<file path="config.mk">
export PLATFORM = sky130hd
export DESIGN_NAME = data_mem_arbiter
export DESIGN_NICKNAME = d
export VERILOG_FILES = /design/src/rtl/data_mem_arb_pkg.sv /design/src/rtl/rr_arb2.sv /design/src/rtl/data_mem_arbiter.sv
export SDC_FILE = /design/constraint.sdc
export NUM_CORES = 1
export LEC_CHECK = 0
export BUFFER_PORTS_ARGS = -buffer_cell sky130_fd_sc_hd__buf_2
export CAP_MARGIN = 20
export CORE_ASPECT_RATIO = 1.5
export CORE_MARGIN = 1
export CORE_UTILIZATION = 50
export CTS_CLUSTER_SIZE = 28
export DETAILED_ROUTE_END_ITERATION = 10
export PLACE_DENSITY_LB_ADDON = 0.15
export SLEW_MARGIN = 10
export SYNTH_ARGS = -nofsm -noshare
export SYNTH_HDL_FRONTEND = slang
export SYNTH_SLANG_ARGS = --single-unit
</file>
<file path="constraint.sdc">
create_clock -name clk -period 2.75 [get_ports clk]
set_input_delay 0.4125 -clock clk [delete_from_list [all_inputs] [get_ports clk]]
set_output_delay 0.4125 -clock clk [all_outputs]
set_load 0.02 [all_outputs]
</file>
<file path="src/rtl/data_mem_arb_pkg.sv">
// Shared types and default widths for the data memory arbiter.
package data_mem_arb_pkg;

  typedef enum logic {IDLE, ACCESS} arb_state_t;
  typedef enum logic {OWN_A, OWN_B} arb_owner_t;

  localparam int unsigned DEF_ADDR_W    = 4;
  localparam int unsigned DEF_DATA_W    = 8;
  localparam int unsigned DEF_MAX_BURST = 4;

endpackage

</file>
<file path="src/rtl/rr_arb2.sv">
// Combinational two-way picker: lock/burst rules first, then fixed priority or round-robin.
module rr_arb2
  import data_mem_arb_pkg::*;
(
  input  logic       req_a,
  input  logic       req_b,
  input  arb_owner_t last,
  input  logic       fixed_prio,
  input  logic       lock,
  input  arb_owner_t lock_owner,
  input  logic       burst_ok,
  output arb_owner_t winner,
  output logic       valid
);

  logic owner_req;
  logic other_req;

  always_comb begin
    owner_req = (lock_owner == OWN_A) ? req_a : req_b;
    other_req = (lock_owner == OWN_A) ? req_b : req_a;
    valid     = req_a | req_b;
    winner    = OWN_A;
    // An exhausted burst yields to a waiting port even under fixed priority.
    if (lock && owner_req && (burst_ok || !other_req))
      winner = lock_owner;
    else if (lock && owner_req)
      winner = (lock_owner == OWN_A) ? OWN_B : OWN_A;
    else if (req_a && req_b)
      winner = (fixed_prio || last == OWN_B) ? OWN_A : OWN_B;
    else if (req_b)
      winner = OWN_B;
  end

endmodule

</file>
<file path="src/rtl/data_mem_arbiter.sv">
// Two-port arbiter for the single-port data memory: one registered access per cycle,
// read data returned on the cycle after the grant.
module data_mem_arbiter
  import data_mem_arb_pkg::*;
#(
  parameter int unsigned ADDR_W     = DEF_ADDR_W,
  parameter int unsigned DATA_W     = DEF_DATA_W,
  parameter bit          FIXED_PRIO = 1'b0,
  parameter int unsigned MAX_BURST  = DEF_MAX_BURST
) (
  input  logic              clk,
  input  logic              rst,
  input  logic              i_a_req,
  input  logic              i_a_we,
  input  logic              i_a_lock,
  input  logic [ADDR_W-1:0] i_a_addr,
  input  logic [DATA_W-1:0] i_a_wdata,
  output logic              o_a_gnt,
  output logic              o_a_done,
  output logic [DATA_W-1:0] o_a_rdata,
  input  logic              i_b_req,
  input  logic              i_b_we,
  input  logic              i_b_lock,
  input  logic [ADDR_W-1:0] i_b_addr,
  input  logic [DATA_W-1:0] i_b_wdata,
  output logic              o_b_gnt,
  output logic              o_b_done,
  output logic [DATA_W-1:0] o_b_rdata,
  output logic              o_mem_enable,
  output logic              o_mem_we,
  output logic [ADDR_W-1:0] o_mem_addr,
  output logic [DATA_W-1:0] o_mem_wdata,
  input  logic [DATA_W-1:0] i_mem_rdata,
  output logic              o_busy
);

  localparam int unsigned CNT_W = $clog2(MAX_BURST + 1);

  arb_state_t       state;
  arb_owner_t       owner;
  arb_owner_t       last;
  arb_owner_t       winner;
  logic             lock_q;
  logic [CNT_W-1:0] burst_cnt;
  logic             grant_any;
  logic             locked;
  logic             burst_ok;
  logic             relock;

  assign locked   = (state == ACCESS) && lock_q;
  assign burst_ok = burst_cnt < CNT_W'(MAX_BURST);
  assign relock   = locked && (winner == owner);
  assign o_busy   = (state != IDLE);

  rr_arb2 u_arb (
    .req_a      (i_a_req),
    .req_b      (i_b_req),
    .last       (last),
    .fixed_prio (FIXED_PRIO),
    .lock       (locked),
    .lock_owner (owner),
    .burst_ok   (burst_ok),
    .winner     (winner),
    .valid      (grant_any)
  );

  // The memory pins double as the latched request: they are only valid in ACCESS.
  always_ff @(posedge clk or posedge rst) begin
    if (rst) begin
      state        <= IDLE;
      owner        <= OWN_A;
      last         <= OWN_B;
      lock_q       <= 1'b0;
      burst_cnt    <= '0;
      o_a_gnt      <= 1'b0;
      o_b_gnt      <= 1'b0;
      o_a_done     <= 1'b0;
      o_b_done     <= 1'b0;
      o_a_rdata    <= '0;
      o_b_rdata    <= '0;
      o_mem_enable <= 1'b0;
      o_mem_we     <= 1'b0;
      o_mem_addr   <= '0;
      o_mem_wdata  <= '0;
    end else begin
      o_a_done <= o_a_gnt;
      o_b_done <= o_b_gnt;
      if (o_a_gnt && !o_mem_we) o_a_rdata <= i_mem_rdata;
      if (o_b_gnt && !o_mem_we) o_b_rdata <= i_mem_rdata;

      if (grant_any) begin
        state        <= ACCESS;
        owner        <= winner;
        last         <= winner;
        o_mem_enable <= 1'b1;
        o_a_gnt      <= (winner == OWN_A);
        o_b_gnt      <= (winner == OWN_B);
        if (winner == OWN_A) begin
          o_mem_we    <= i_a_we;
          o_mem_addr  <= i_a_addr;
          o_mem_wdata <= i_a_wdata;
          lock_q      <= i_a_lock;
        end else begin
          o_mem_we    <= i_b_we;
          o_mem_addr  <= i_b_addr;
          o_mem_wdata <= i_b_wdata;
          lock_q      <= i_b_lock;
        end
        // Saturate when the owner keeps the bus only because nobody else is waiting.
        if (relock)
          burst_cnt <= burst_ok ? burst_cnt + CNT_W'(1) : burst_cnt;
        else
          burst_cnt <= '0;
      end else begin
        state        <= IDLE;
        lock_q       <= 1'b0;
        burst_cnt    <= '0;
        o_a_gnt      <= 1'b0;
        o_b_gnt      <= 1'b0;
        o_mem_enable <= 1'b0;
        o_mem_we     <= 1'b0;
        o_mem_addr   <= '0;
        o_mem_wdata  <= '0;
      end
    end
  end

endmodule

</file>
[Word-level counts from Yosys, hierarchy flattened]
Index checks and enable logic that the tools add are counted.
Word-level totals
  bits in registers: 40
  latch bits: 0
  bits in writable memories: 0
  memory bits (read-only): 0
  input bits: 40
  output and inout port bits: 35
  word-level logic and storage cells: 52
  memories kept: 0
Operators by class
  add/subtract/negate cells: 1
  multiply operators: 0
  div/mod/pow operators: 0
  order comparisons: 1
  equal/unequal tests: 2
  shift-type cells: 0
  multiplexer cells: 22
  bitwise logic cells: 2
  reductions and logical operators: 10
Operators with widths (count)
  two-way mux 8 bit: 2
  two-way mux 1 bit: 15
  two-way mux 3 bit: 3
  two-way mux 4 bit: 2
  logical AND 1 bit: 7
  adder 3 x 1 -> 3 bit, second input constant: 1
  less-than comparator 3 bit, second input constant: 1
  inequality test 3 bit, second input constant: 1
  logical NOT 1 bit: 2
  equality test 1 bit: 1
  logical OR 1 bit: 1
  NOT 1 bit: 1
  OR 1 bit: 1

[Logic depth before layout (Yosys ltp)]
Gate-level depths: netlist of run 1.
  depth after elaboration: 9
  mapped depth: 5
  gate-level depth less buffers: 4

[By module]
Synthesis of run 1 repeated with hierarchy kept, for this count alone.
Unflattened totals
  cell total of the unflattened synthesis: 118
  area total of the unflattened synthesis: 1625.3 um^2
Modules (own cells, without submodules)
  data_mem_arbiter: times used 1, cells each 112, area each 1585.3 um^2, sequential area each 1002.2 um^2
  rr_arb2: times used 1, cells each 6, area each 40.0 um^2, sequential area each 0.0 um^2

[Worst setup path before layout of run 1]
Ideal clock, no wire load.
  kind: register -> register
  from: reg last
  to: reg o_mem_addr[0]
  library setup time: 0.121 ns
  arrival: 1.320 ns
  required time: 2.629 ns
  slack: 1.309 ns
  cell stages (with the launch flop): 5
  path buffers: 1
  period minus slack after synthesis: 1.441 ns
  path through: dfstp_2 > a21boi_1 > a221oi_4 > buf_6 > a22o_1
On the way
  longest elaborated chain between the ends: 6
RTL lines
  start: declaration: RTL line data_mem_arbiter.sv:41  | arb_owner_t last;
  start signal: assignment: RTL line data_mem_arbiter.sv:94  | last <= winner;
  two-way mux 1 bit: RTL line rr_arb2.sv:30  | winner = (fixed_prio || last == OWN_B) ? OWN_A : OWN_B;
  two-way mux 1 bit: RTL line rr_arb2.sv:29  | else if (req_a && req_b)
  two-way mux 1 bit: RTL line rr_arb2.sv:27  | else if (lock && owner_req)
  two-way mux 1 bit: RTL line rr_arb2.sv:25  | if (lock && owner_req && (burst_ok || !other_req))
  two-way mux 4 bit: RTL line data_mem_arbiter.sv:98  | if (winner == OWN_A) begin
  two-way mux 4 bit: RTL line data_mem_arbiter.sv:91  | if (grant_any) begin
  end signal: assignment: RTL line data_mem_arbiter.sv:100  | o_mem_addr <= i_a_addr;
  end signal: assignment: RTL line data_mem_arbiter.sv:105  | o_mem_addr <= i_b_addr;
  end: declaration: RTL line data_mem_arbiter.sv:31  | output logic [ADDR_W-1:0] o_mem_addr,
Every way passes these cells.
A chain may end at the register's enable or synchronous reset.

[Worst setup path after layout of run 1]
  from: reg burst_cnt[2]
  to: reg o_mem_wdata[6]
On the way
  longest elaborated chain between the ends: 6
RTL lines
  start: declaration: RTL line data_mem_arbiter.sv:44  | logic [CNT_W-1:0] burst_cnt;
  start signal: assignment: RTL line data_mem_arbiter.sv:111  | burst_cnt <= burst_ok ? burst_cnt + CNT_W'(1) : burst_cnt;
  less-than comparator 3 bit: RTL line data_mem_arbiter.sv:51  | assign burst_ok = burst_cnt < CNT_W'(MAX_BURST);
  logical OR 1 bit: RTL line rr_arb2.sv:25
  logical AND 1 bit: RTL line rr_arb2.sv:25
  two-way mux 1 bit: RTL line rr_arb2.sv:25
  two-way mux 8 bit: RTL line data_mem_arbiter.sv:98
  two-way mux 8 bit: RTL line data_mem_arbiter.sv:91
  end signal: assignment: RTL line data_mem_arbiter.sv:101  | o_mem_wdata <= i_a_wdata;
  end signal: assignment: RTL line data_mem_arbiter.sv:106  | o_mem_wdata <= i_b_wdata;
  end: declaration: RTL line data_mem_arbiter.sv:32  | output logic [DATA_W-1:0] o_mem_wdata,
Every way passes these cells.

==> results.cfg, run 1 <==
[run]
max_cap_violations = 0

[timing]
fin_setup_tns_ns = 0
finClkSkew_ns = 0.00472
setup_viol = 0
finalMaxSlewViolations = 0
max_freq_mhz = 617
holdWs_ns = 0.302
finalCritPeriodShare_pct = 58.9
fin_crit_ns = 1.62
worst_pin_slew_ns = 0.878
finalHoldViolCount = 0
relSlewSlack_pct = 41.4
rsz0062_at_grt = no

[worst_setup_path]
critPathKind = flop to flop
cp-end-kind = flop
max_stage_delay_ns = 0.58
worstPathRequired_ns = 2.97
worst_setup_path_start_kind = flop
cp_data_arrival_time_ns = 1.84
crit_fanout = 15
crit_slowest_cell = a221oi_4
critPathTopFamily = compound AO/OA/AOI/OAI gates
worst-path-buf-inv = 0
worstPathCellList = xnor2_4 > a221oi_4 > a22o_1

[floorplan]
design.core.area_mm2 = 0.00316
io-pin-count = 75
num_rows = 25
die_y_um = 72.9
dieArea_mm2 = 0.00359
initial_core_util_pct = 53.1
die_w_um = 49.3

[grt]
grt_max_degree = 25
grt_pass1_vias = 1197
grt_usage_pct = 20.3
grt_pass1_wl_um = 5410
antenna_found_initial = 0
grt-ovfl-total = 0

[power]
total_leakage_power_nw = 1.09
p_total_mw = 1.67
peakVddDrop_uv = 504
p_per_area_mw_per_mm2 = 771

[clock_tree]
numCtsBuffers = 5
cts_setup_buffers = 0
cts-root-buf = clkbuf_8
htreeDepth = 2
clkTransAtPathRegs_ns = 0.08
cts_hold_buf = 0
clock_latency_ns = 0.29
cts.sinks = 40
cts_resized = 0
clk_path_buf_depth = 2
cts_tree = built

[logic_synthesis]
syn-cell-area_mm2 = 0.00168
synth.distinct_cells = 35
synth_xor_area_share_pct = 1.64
synthMuxAreaShare_pct = 11.9
async_reset_ff_share_pct = 100
synth_nets = 155
synth_compound_area_share_pct = 14.9
yosysWarningCount = 0
yosys.area_share.simple_pct = 5.97
synth_edf_count = 0
synth_top_family_by_area = compound AO/OA/AOI/OAI gates
syn_area_per_cell_um2 = 14.7
ys.flop_type = dfrtp_1
synthAdderAreaFrac_pct = 0.746
synth_seq_cells = 40
ys_seq_area_share_pct = 59.8
syn_inst = 114

[layout]
area.growth.synth_to_final_pct = 28.9
final_net_count = 229
drive_gt1_share_pct = 60.8
diodes = 0

[routing]
dr.pass1.iters = 4
dr_total_vias = 1200
ant_nets = 0
drt_iter0_drc = 22
via_per_inst = 5.24
postRouteWirelength_um = 3330
drc = 0
wl_per_cell_um = 14.6

[worst_hold_path]
hp-class = primary input to asynchronous set/reset pin

[placement]
io_buffers = 74
detailed_place_hpwl_um = 2490
gp_congestion = 0.784

[run_status]
outcome = complete, no violations
cell usage after synthesis, drive strengths merged, types with 2 or more instances:
| cell type | count | area, um2 |
|---|---|---|
| clkbuf | 2 | 7.51 |
| o21ai | 2 | 10.0 |
| mux2i | 2 | 20.0 |
| buf | 7 | 65.1 |
| a22o | 14 | 129 |
| nand2 | 3 | 11.3 |
| nand2b | 2 | 12.5 |
| mux2 | 16 | 180 |
| inv | 3 | 11.3 |
| a21oi | 3 | 15.0 |
| dfrtp | 39 | 976 |
cell families after synthesis:
family,count (synthesis)
flip-flops,40
AO/OA/AOI/OAI,27
multiplexers,18
AND/OR/NAND/NOR,15
buffers and inverters,12
XOR/XNOR,1
adder cells (fa/ha/maj),1
worst register-to-register path, stage by stage, from the launching register on:
cell      delay [ns]
dfrtp_1         0.51
xnor2_4         0.22
a221oi_4        0.58
a22o_1          0.26
layout by cell type (no fill, tap or decap), types with 2 or more instances in the layout:
master,count
buf_2,74
dfrtp_1,39
mux2_2,16
a22o_1,9
clkbuf_8,6
a22o_2,5
nand2_1,3
a21oi_1,3
inv_1,3
o21ai_0,2
mux2i_1,2
nand2b_1,2
buf_4,2
routing by layer:
metal  GRT usage (%)  vias to the layer above  part of all wire (%)
met5               0                        -                     0
met4            10.5                        0                   2.3
met3            5.63                       11                   6.1
met2            35.0                       58                    53
met1            22.8                      573                    39
li1                -                      558                     -
where the power goes:
group | internal, mW | leakage (nW) | total (mW) | switching (mW)
clock | 0.297 | 0.0614 | 0.497 | 0.200
sequential | 0.687 | 0.484 | 0.739 | 0.0513
combinational | 0.186 | 0.544 | 0.431 | 0.245
total | 1.17 | 1.09 | 1.67 | 0.497
cell type report:
class	count	area, um2
sequential	40	1000
tap	40	50.0
clock inverter	2	38.8
timing repair buffer	76	385
multi-input combinational	62	591
clock buffer	6	82.6
fill	244	998
inverter	3	11.3
registers in the layout, indices dropped and copies added, names as in the netlist:
name	cells
o_a_rdata	8
o_b_rdata	8
o_mem_wdata	8
o_mem_addr	4
burst_cnt	3
last	1
lock_q	1
o_a_done	1
o_a_gnt	1
o_b_done	1
o_b_gnt	1
o_busy	1
o_mem_we	1
owner	1
through the flow:
stage / utilization (%) / setup WS [ns] / area [um2] / std cells
after global placement: 64.6 / 1.14 / 2040 / 221
final: 68.4 / 1.13 / 2160 / 229
after detailed placement: 64.6 / 1.10 / 2040 / 221
after CTS: 68.4 / 1.10 / 2160 / 229
after global routing: 68.4 / 0.990 / 2160 / 229
after floorplan: - / 1.31 / 1680 / 114
worst paths after layout:
path                              start             end  slack, ns  cells after the start
max                        burst_cnt[2]  o_mem_wdata[6]       1.13                      3
min                                 rst   o_mem_addr[2]       0.30                      2
max reg2reg                burst_cnt[2]  o_mem_wdata[6]       1.13                      3
min reg2reg                     o_b_gnt        o_b_done       0.40                      0
max in group asynchronous           rst            last       1.72                      3
min in group clk           i_a_wdata[4]  o_mem_wdata[4]       0.34                      2
No activity file was read; power rests on OpenSTA's default activity.
==> inputs of run 2 (changes only) <==
Settings changed: ABC_AREA set to 1, CORE_UTILIZATION 50 to 41.
Clock period 2.75 ns to 1.4 ns, I/O delays scaled along.
==> run 2 against run 1 <==
Net effect: via count rose by 5.8%; global-route usage decreased by 3.4 points; power up 72%; design area shrank 4.6%; critical path type unchanged; critical endpoint is now o_mem_addr[0].
==> results.cfg, run 2 <==
[worst_setup_path]
critPathKind = flop to flop
worstPathRequired_ns = 1.62
crit_slowest_cell = dfstp_2
worstPathCellList = inv_1 > a21oi_4 > nand2_2 > nand2_4 > nand2_2 > inv_6 > nand2_1 > nand2_1
crit_fanout = 15
cp-end-kind = flop
cp_data_arrival_time_ns = 1.50
critPathTopFamily = flip-flops
max_stage_delay_ns = 0.52
worst-path-buf-inv = 2
worst_setup_path_start_kind = flop

[placement]
detailed_place_hpwl_um = 2330
placed_area_mm2 = 0.00195
gp_congestion = 0.792
io_buffers = 74
pre_cts_slack_ns = 0.129

[timing]
holdWs_ns = 0.122
finalMaxSlewViolations = 0
setup_ws_ns = 0.116
finalCritPeriodShare_pct = 91.7
finalHoldViolCount = 0
fin_setup_tns_ns = 0
relSlewSlack_pct = 69.4
rsz0062_at_grt = yes
setup_viol = 0
worst_pin_slew_ns = 0.457
fin_crit_ns = 1.28
finClkSkew_ns = 0.00562
max_freq_mhz = 779

[grt]
grt_usage_pct = 16.9
grt_pass1_wl_um = 5090
antenna_found_initial = 0
grt-ovfl-total = 0
grt_pass1_vias = 1239
grt_max_degree = 25

[logic_synthesis]
synth_commonest_cells = 66 x nand2_1, 39 x dfrtp_1, 21 x o21ai_0, 15 x inv_1, 6 x nor2_1
synth_edf_count = 0
syn_inst = 164
synth_area_leaders = dfrtp_1 63%, nand2_1 16%, o21ai_0 6.8%, inv_1 3.6%, dfstp_2 1.7%
yosysWarningCount = 0
async_reset_ff_share_pct = 100
syn_area_per_cell_um2 = 9.47
synth_most_common_cell = nand2_1
synth_top_area_share_pct = 62.9
synth_seq_cells = 40
syn-cell-area_mm2 = 0.00155
synth.distinct_cells = 17
ys_seq_area_share_pct = 64.5
synth_nets = 205
ys.flop_type = dfrtp_1
synth_top_cell_by_area = dfrtp_1

[power]
p_per_area_mw_per_mm2 = 1390
peakVddDrop_uv = 872
p_total_mw = 2.86
total_leakage_power_nw = 1.19

[clock_tree]
cts-root-buf = clkbuf_8
clock_latency_ns = 0.28
cts.sinks = 40
clkTransAtPathRegs_ns = 0.07
numCtsBuffers = 5
htreeDepth = 2
cts_tree = built
clk_path_buf_depth = 2
cts_setup_buffers = 0

[layout]
reg.largest.list = o_a_rdata (8), o_b_rdata (8), o_mem_wdata (8)
area.growth.synth_to_final_pct = 32.8
final_cell_area_mm2 = 0.00206
seq_area_mm2 = 0.00100
final_common_cell = buf_2
multi_input_area_um2 = 443
drive_gt1_share_pct = 37.7
final_net_count = 284
fillers = 368
diodes = 0
mostFrequentLayoutCells = 74 x buf_2, 66 x nand2_1, 39 x dfrtp_1, 21 x o21ai_0, 15 x inv_1

[floorplan]
design.core.area_mm2 = 0.00365
die_w_um = 52.2
io-pin-count = 75
dieArea_mm2 = 0.00404
initial_core_util_pct = 42.6
num_rows = 27
die_y_um = 77.4

[run_status]
outcome = complete, no violations

[routing]
ant_nets = 0
drt_iter0_drc = 19
dr_total_vias = 1269
postRouteWirelength_um = 3030
via_per_inst = 4.42
wl_per_cell_um = 10.5
dr.pass1.iters = 4
drc = 0

[run]
max_cap_violations = 0

[worst_hold_path]
hp-class = primary input to flop
[run 2: changes by cell type after synthesis, sizes merged, moves of 2 or more]
cell / delta
mux2: -16
a22o: -14
nor2: +6
o21ai: +19
inv: +15
mux2i: -2
nand2b: -2
nand2: +66
buf: -4
[run 2: cell families (layout without fill, tap and decap cells)]
family,count (synthesis),after routing,share of synthesized area (%)
AOI/OAI and AO/OA,23,23,8.14
adders and majority gates,1,1,0.806
buffers and inverters,23,103,6.93
DFF,40,40,64.5
and+or+nand+nor,77,77,19.6
[run 2: worst paths after layout]
check                            start             to  slack, ns  cells after the start
setup / recovery                  last  o_mem_addr[0]       0.12                      8
hold / removal             i_a_addr[1]  o_mem_addr[1]       0.12                      3
setup reg to reg                  last  o_mem_addr[0]       0.12                      8
hold reg to reg                o_a_gnt       o_a_done       0.41                      0
max in group asynchronous          rst        o_b_gnt       0.63                      4
min in group asynchronous          rst         o_busy       0.50                      4
[run 2: layout make-up]
cell class	instances	area share, %
sequential	40	48.6
inverter	18	3.64
tap	43	2.61
clock buffer	6	4.00
multi-input combinational	101	21.5
timing repair buffer	77	19.2
clock inverter	2	0.485
[run 2: timing repair]
action                                  4_1_cts  5_1_grt
endpoints found under the setup margin        0       12
endpoints found under the hold margin        39        0
resized for setup                             0        3
hold buffers                                  1        0
[run 2: metrics by stage]
| stage | cells | utilization (%) |
|---|---|---|
| 3_5_place_dp | 278 | 53.6 |
| 6_report | 287 | 56.5 |
| 3_3_place_gp | 278 | 53.6 |
| 5_1_grt | 287 | 56.5 |
| 2_1_floorplan | 164 | - |
| 4_1_cts | 287 | 56.4 |
[run 2: report_power, final]
group          internal, mW  switching, mW
combinational         0.239          0.464
clock                 0.393          0.362
sequential             1.33         0.0740
total                  1.96          0.900
[run 2: metal layers]
metal	up-vias	track usage, %	part of all wire (%)
li1	653	-	-
met3	5	3.73	4.7
met4	0	7.89	1.5
met5	-	0	0
met1	567	17.4	40
met2	44	30.9	54
[run 2: worst reg2reg max path: stages, from the launching register on]
cell	delay [ns]
dfstp_2	0.52
inv_1	0.06
a21oi_4	0.14
nand2_2	0.09
nand2_4	0.09
nand2_2	0.08
inv_6	0.12
nand2_1	0.06
nand2_1	0.06
==> inputs of run 3 (changes only) <==
Settings changed: CORE_ASPECT_RATIO 1.5 to not set.
==> run 3 against run 2 <==
Net effect: sequential share of layout area barely moved; hold slack got worse by 0.011 ns; routed wire length rose by 1.1%; flip-flop and latch count did not move; non-clock buffer count did not move; worst setup slack got worse by 0.011 ns; global-route usage rose by 0.51 points.
==> results.cfg, run 3 (synthesized netlist as in run 2, its figures left out) <==
[floorplan]
design.core.area_mm2 = 0.00347
initial_core_util_pct = 44.8
num_rows = 21
die_w_um = 63.5
die_y_um = 63.5
io-pin-count = 75
dieArea_mm2 = 0.00404

[clock_tree]
cts-root-buf = clkbuf_8
clock_latency_ns = 0.29
cts_tree = built
clk_path_buf_depth = 2
htreeDepth = 2
numCtsBuffers = 5
clkTransAtPathRegs_ns = 0.07
cts.sinks = 40

[grt]
met3_usage_pct = 5.98
grt_pass1_vias = 1213
busiest_layer = met2
grt_max_degree = 23
grt_usage_pct = 17.4
grt-ovfl-total = 0
antenna_found_initial = 0
grtUsageMet1_pct = 21.5
grt_pass1_wl_um = 5310
grt_use_met2_pct = 27.0

[timing]
finalCritPeriodShare_pct = 92.5
worst_pin_slew_ns = 0.438
fin_crit_ns = 1.29
finClkSkew_ns = 0.00389
finalMaxSlewViolations = 0
max_freq_mhz = 772
finalHoldViolCount = 0
relSlewSlack_pct = 70.7
rsz0062_at_grt = no
fin_setup_tns_ns = 0
setup_viol = 0

[run_status]
outcome = complete, no violations

[layout]
final_net_count = 284
final_common_cell = buf_2
diodes = 0
mostFrequentLayoutCells = 74 x buf_2, 66 x nand2_1, 39 x dfrtp_1, 21 x o21ai_0, 15 x inv_1
area.growth.synth_to_final_pct = 32.7
reg.largest.list = o_a_rdata (8), o_b_rdata (8), o_mem_wdata (8)
fin_util_pct = 59.4
drive_gt1_share_pct = 37.0

[placement]
detailed_place_hpwl_um = 2310
gp_congestion = 0.756
io_buffers = 74

[routing]
via_per_inst = 4.45
drt_iter0_drc = 56
wl_per_cell_um = 10.6
drc = 0
dr_total_vias = 1285
ant_nets = 0
postRouteWirelength_um = 3060
dr.pass1.iters = 4

[worst_setup_path]
worst_setup_path_start_kind = flop
cp-end-kind = flop
cp_data_arrival_time_ns = 1.52
critPathKind = flop to flop
worstPathRequired_ns = 1.63
crit_fanout = 15

[power]
p_per_area_mw_per_mm2 = 1360
total_leakage_power_nw = 1.19
peakVddDrop_uv = 580

[worst_hold_path]
hp-class = primary input to flop

[run]
max_cap_violations = 0
==> run 3: final cells by class <==
type | instances | area (um2)
flip-flops and latches | 40 | 1000
clock inverters | 1 | 5.00
repair buffers | 77 | 408
clock buffers | 6 | 72.6
multi-input cells | 101 | 443
well taps | 46 | 57.6
fillers | 327 | 1410
inverters | 18 | 72.6
==> run 3: where the power goes <==
group          total (mW)  switching, mW  internal [mW]
Clock               0.699          0.361          0.338
Combinational       0.707          0.465          0.242
Sequential           1.40         0.0729           1.33
Total                2.81          0.898           1.91
==> run 3: worst max-delay path, cell delays in order, from the launching register on <==
cell and delay [ns]:
dfstp_2 0.51, inv_1 0.06, a21oi_4 0.14, nand2_2 0.08, nand2_4 0.09, nand2_2 0.07, inv_4 0.14, nand2_1 0.08
nand2_1 0.06
==> run 3: final timing paths <==
kind / start / to / slack [ns] / cells past startpoint
hold reg to reg: o_b_gnt / o_b_done / 0.40 / 0
min in group asynchronous: rst / o_mem_wdata[3] / 0.46 / 3
max in group asynchronous: rst / o_mem_addr[2] / 0.46 / 4
setup reg to reg: last / o_mem_addr[0] / 0.11 / 8
hold / removal: i_a_addr[3] / o_mem_addr[3] / 0.11 / 3
setup / recovery: last / o_mem_addr[0] / 0.11 / 8
==> run 3: timing repair <==
action / in CTS / in global routing
hold buffers: 1 / 0
endpoints found under the hold margin: 8 / 0
resized for setup: 0 / 2
buffers inserted: 0 / 0
endpoints found under the setup margin: 0 / 2
==> run 3: layer usage <==
metal	up-vias	share of wire, %
li1	656	-
met4	0	2.1
met1	572	44
met2	49	46
met5	-	0
met3	8	8.2
==> run 3: metrics by stage <==
stage                     area, um2  power, mW  hold WS [ns]  instances  worst slack (ns)
after floorplan                1550       1.87         0.320        164             0.107
after global placement         1970       2.13         0.232        281             0.167
after detailed placement       1970       2.14         0.237        281             0.120
after CTS                      2060       2.85         0.105        289             0.107
after global routing           2060       2.99         0.118        289            0.0103
final                          2060       2.81         0.111        289             0.105
